## src/rtl/instr_fetch.sv

```systemverilog
// instr_fetch: single-outstanding instruction fetch stage.
// Accepts a word-addressed PC and issues one memory read for it.
// The returned instruction and its PC are held for decode until consumed.
// A flush discards any in-flight or buffered instruction.
module instr_fetch #(
    parameter int ADDR_W = 32,
    parameter int DATA_W = 32
) (
    input  logic              clock,
    input  logic              reset,
    input  logic [ADDR_W-1:0] pc_in,
    input  logic              pc_valid,
    output logic              pc_ready,
    input  logic              flush,
    output logic              mem_req,
    output logic [ADDR_W-1:0] mem_addr,
    input  logic              mem_rvalid,
    input  logic [DATA_W-1:0] mem_rdata,
    output logic [DATA_W-1:0] instr,
    output logic [ADDR_W-1:0] instr_pc,
    output logic              instr_valid,
    input  logic              instr_ready,
    output logic              err_spurious
);

    // IDLE: ready for a PC. WAIT: read outstanding. FULL: instruction held
    // for decode. DRAIN: a flushed read is still outstanding and its data
    // must be swallowed before a new request may go out.
    typedef enum logic [1:0] {
        IDLE  = 2'd0,
        WAIT  = 2'd1,
        FULL  = 2'd2,
        DRAIN = 2'd3
    } state_t;

    state_t r_state;
    state_t w_nextState;
    logic   w_accept;
    logic   w_capture;
    logic   w_spurious;

    // Next-state, handshake and event decode; flush overrides every other input.
    always_comb begin
        w_nextState = r_state;
        w_accept    = 1'b0;
        w_capture   = 1'b0;
        w_spurious  = 1'b0;
        pc_ready    = 1'b0;
        case (r_state)
            IDLE: begin
                pc_ready   = !flush;
                w_spurious = mem_rvalid;
                if (!flush && pc_valid) begin
                    w_accept    = 1'b1;
                    w_nextState = WAIT;
                end
            end
            WAIT: begin
                if (flush) begin
                    w_nextState = mem_rvalid ? IDLE : DRAIN;
                end else if (mem_rvalid) begin
                    w_capture   = 1'b1;
                    w_nextState = FULL;
                end
            end
            FULL: begin
                pc_ready   = instr_ready && !flush;
                w_spurious = mem_rvalid;
                if (flush) begin
                    w_nextState = IDLE;
                end else if (instr_ready) begin
                    if (pc_valid) begin
                        w_accept    = 1'b1;
                        w_nextState = WAIT;
                    end else begin
                        w_nextState = IDLE;
                    end
                end
            end
            DRAIN: begin
                if (!flush && mem_rvalid) begin
                    w_nextState = IDLE;
                end
            end
            default: begin
                w_nextState = IDLE;
            end
        endcase
    end

    // State, request strobe, address/instruction capture and sticky error flag.
    always_ff @(posedge clock or posedge reset) begin
        if (reset) begin
            r_state      <= IDLE;
            mem_req      <= 1'b0;
            mem_addr     <= '0;
            instr        <= '0;
            instr_pc     <= '0;
            instr_valid  <= 1'b0;
            err_spurious <= 1'b0;
        end else begin
            r_state     <= w_nextState;
            mem_req     <= w_accept;
            instr_valid <= (w_nextState == FULL);
            if (w_accept) begin
                mem_addr <= pc_in;
                instr_pc <= pc_in;
            end
            if (w_capture) begin
                instr <= mem_rdata;
            end
            if (w_spurious) begin
                err_spurious <= 1'b1;
            end
        end
    end

endmodule

```

## config.mk

```make
export PLATFORM = sky130hd
export DESIGN_NAME = instr_fetch
export DESIGN_NICKNAME = d
export VERILOG_FILES = /design/src/rtl/instr_fetch.sv
export SDC_FILE = /design/constraint.sdc
export NUM_CORES = 1
export LEC_CHECK = 0
export ABC_AREA = 1
export CORE_ASPECT_RATIO = 0.7
export CORE_MARGIN = 1
export CORE_UTILIZATION = 40
export CTS_BUF_LIST = sky130_fd_sc_hd__clkbuf_8
export DETAILED_ROUTE_END_ITERATION = 10
export PLACE_DENSITY = 0.82
export SYNTH_ARGS = -nofsm -noshare
export SYNTH_HDL_FRONTEND = slang
export SYNTH_SLANG_ARGS = --single-unit
```

## constraint.sdc

```tcl
create_clock -name clock -period 2.9 [get_ports clock]
set_clock_uncertainty 0.1 [all_clocks]
set_input_delay 0.58 -clock clock [delete_from_list [all_inputs] [get_ports clock]]
set_output_delay 0.58 -clock clock [all_outputs]
set_load 0.01 [all_outputs]
```

### Word-level counts from Yosys, hierarchy flattened

Index checks and enable logic that the tools add are counted.

* logic and storage cells: 35
* output and inout bits: 100
* register bits after elaboration: 69
* bits of input ports: 70

* equality and inequality tests: 4
* reductions and logical operators: 6
* muxes and demuxes: 19

Operators by type and width (number)
* 2-to-1 mux 2 bit: 7
* 2-to-1 mux 1 bit: 9
* case mux 2 bit (4 select lines): 1
* equality test 2 bit (second input constant): 3
* case mux 1 bit (2 select lines): 2
* logical AND 1 bit: 3
* equality test 2 x 1 -> 1 bit (second input constant): 1
* logical NOT 2 bit: 1
* OR reduction 2 bit: 1
* logical NOT 1 bit: 1

### Logic depth before layout (Yosys ltp)

* depth in word-level cells: 5
* mapped depth: 8
* gate-level depth less buffers: 7

### Worst setup path before layout

OpenSTA, ideal clock, no wires.

* path kind: input to output
* from: input instr_ready
* to: output pc_ready
* cell stages on the path: 2
* data required time: 2.220 ns
* setup slack: 1.350 ns
* path buffers: 0
* arrival: 0.870 ns
* path through: nor2_4 > nor3_1

* longest elaborated chain between the ends: 2

Ends and longest elaborated chain
* start, declared: line 22 `input logic instr_ready,`
* logical AND 1 bit: line 67 `pc_ready = instr_ready && !flush;`
* case mux 1 bit (2 select lines): line 49 `case (r_state)`
* end, declared: line 13 `output logic pc_ready,`

No other way between the ends.

### Final worst setup path

Same ends and word-level chain as after synthesis.

==> results.toml <==
[final_layout]
nNetsFinal = 549
n_fill_cell = 603
finalNonFillerCells = 582
drive_gt1_frac = 0.124
seqCellArea_sq_um = 1730
final_core_util = 0.650
area_growth_syn_to_layout_pct = 53.6
final_common_cell = "clkdlybuf4s50_1"
multiInputGateArea_sq_um = 915
n_antenna_cell = 0
final_cell_mix = "169 x clkdlybuf4s50_1, 136 x nand2_1, 69 x dfrtp_1"

[cts]
holdBufCountCts = 0
cts_htree_levels = 3
cts-resized-gates = 0
clk_latency_ps = 330
cts_setup_buffers = 0
cts.sinks = 69
clk_path_buf_depth = 2
clockRootBuffer = "clkbuf_8"
clkTransAtPathRegs_ps = 70
cts_buffers = 9
cts_tree = "yes"

[worst_setup_path]
arrival_ps = 1860
endpoint_kind = "output port"
rr_startpoint = "r_state[1]"
cp_slowest_cell = "clkdlybuf4s50_1"
crit_path_frequent_cell = "clkdlybuf4s50_1"
r2r_slack_ps = 1400
cp.depth = 4
critical_path_required_ps = 2220
critPathLaunchType = "input pin"
crit_type = "input pin to output port"
critPathTopFamily = "buffers and inverters"
rr_endpoint = "instr_pc[27]"
critPathBufInv = 2
r2r_cells = 7
crit_chain = "clkdlybuf4s50_1, nor2_4, nor3_1, clkdlybuf4s50_1"
crit_fanout = 3
crit_path_max_incr_delay_ps = 560

[drt]
vias_per_cell = 4.47
ant_nets = 0
drt-total-wl_um = 7500
first_iter_violations = 165
num_vias = 2599
first_pass_iters = 4
wl_per_cell_um = 12.9
drc_errors = 0

[sta]
fin_crit_sh = 0.875
slew_headroom = 0.758
max_freq_mhz = 394
setup_viol = 0
hold_slack_ps = 382
period_minus_slack_ps = 2540
tightest_slew_ps = 362
setup_tns_ps = 0
rsz0062_at_grt = "false"
finalMaxSlewViolations = 0
hold_viol = 0

[grt]
grt_max_degree = 70
antenna_found_initial = 0
grt-ovfl-total = 0
grt_first_pass_wirelength_um = 12500
grt_pass1_vias = 2653
grt_usage = 0.197

[pwr]
power_density_nw_per_um2 = 1030
p_leak_nw = 2.35
max-vdd-ir-drop_v = 0.000601
p_total_mw = 5.02

[synth]
ys_seq_area_frac = 0.545
syn_nets = 409
yosysWarnings = 0
netlist_area_sq_um = 3170
synth_cell_type_count = 19
syn_avg_cell_area_sq_um = 9.34
synth_seq_cells = 69
netlist_instances = 339

[floorplan]
rows = 26
coreArea_sq_um = 7480
pin_count = 170
die_w_um = 108
start_util = 0.423
dieArea_sq_um = 8280
die_y_um = 76.4

[placement]
port_buffers = 169
dp_hpwl_um = 5410
dpl.cell_count = 566
globalplace.congestion = 0.866

[min_path]
min_to = "instr[23]"
hold_path_depth = 2
min_path_type = "register to register"
min-delay-start = "instr[23]"

[run_status]
status = "finished clean"

[flow_run]
drv_cap = 0
==> worst max-delay path by stage <==
stage	start	slack, ps	end
2_1_floorplan	reset	480	err_spurious
3_3_place_gp	instr_ready	370	pc_ready
3_5_place_dp	instr_ready	350	pc_ready
4_1_cts	instr_ready	350	pc_ready
5_1_grt	instr_ready	280	pc_ready
6_report	instr_ready	360	pc_ready
==> metrics by stage <==
step	area, sq um	setup WS, ps
after floorplan	3170	480
after global placement	4670	372
after detailed placement	4670	351
after CTS	4860	349
after global routing	4860	282
final	4860	361
==> where the power goes <==
group	switching, mW	total [mW]	internal [mW]
registers	0.330	1.74	1.41
clock network	0.362	0.754	0.392
logic	1.06	2.52	1.46
==> cells in the mapped netlist, drive strengths merged <==
library cell,n,share of area
dfrtp,69,0.55
o211ai,1,0.0024
nand2,136,0.16
nand3,4,0.014
inv,42,0.051
a21oi,1,0.0016
buf,44,0.12
o21ai,33,0.090
nor2,5,0.011
o21bai,1,0.0024
nand4,2,0.0040
nor3,1,0.0016
==> routing by layer <==
| layer | vias to the layer above | global-route usage | share of wire |
|---|---|---|---|
| met4 | 0 | 0.0716 | 0.013 |
| li1 | 1268 | - | - |
| met2 | 124 | 0.329 | 0.48 |
| met1 | 1199 | 0.218 | 0.39 |
| met5 | - | 0 | 0 |
| met3 | 8 | 0.0907 | 0.11 |
==> logic make-up (layout without fill, tap and decap cells) <==
group / count (synthesis) / count (layout) / share of synthesized area
simple gates: 148 / 148 / 0.192
buf+inv: 86 / 231 / 0.166
flops: 69 / 69 / 0.545
compound gates: 36 / 36 / 0.0964
==> worst reg2reg max path: cells and delay by family, from the launching register on <==
family	cells	cell delay [ps]
buf+inv	3	520
simple gates	4	380
flops	1	440
==> state kept, by name (all words and copies together) (netlist names) <==
register	cells
err_spurious	1
instr	32
instr_pc	32
instr_valid	1
mem_req	1
r_state	2
==> final cells by class <==
class	instances	share of cell area
clock inverter	7	0.0139
inverter	42	0.0329
timing repair buffer	173	0.359
sequential	69	0.355
multi-input combinational	184	0.188
clock buffer	9	0.0255
tap	98	0.0252
No activity file was read; power rests on OpenSTA's default activity.
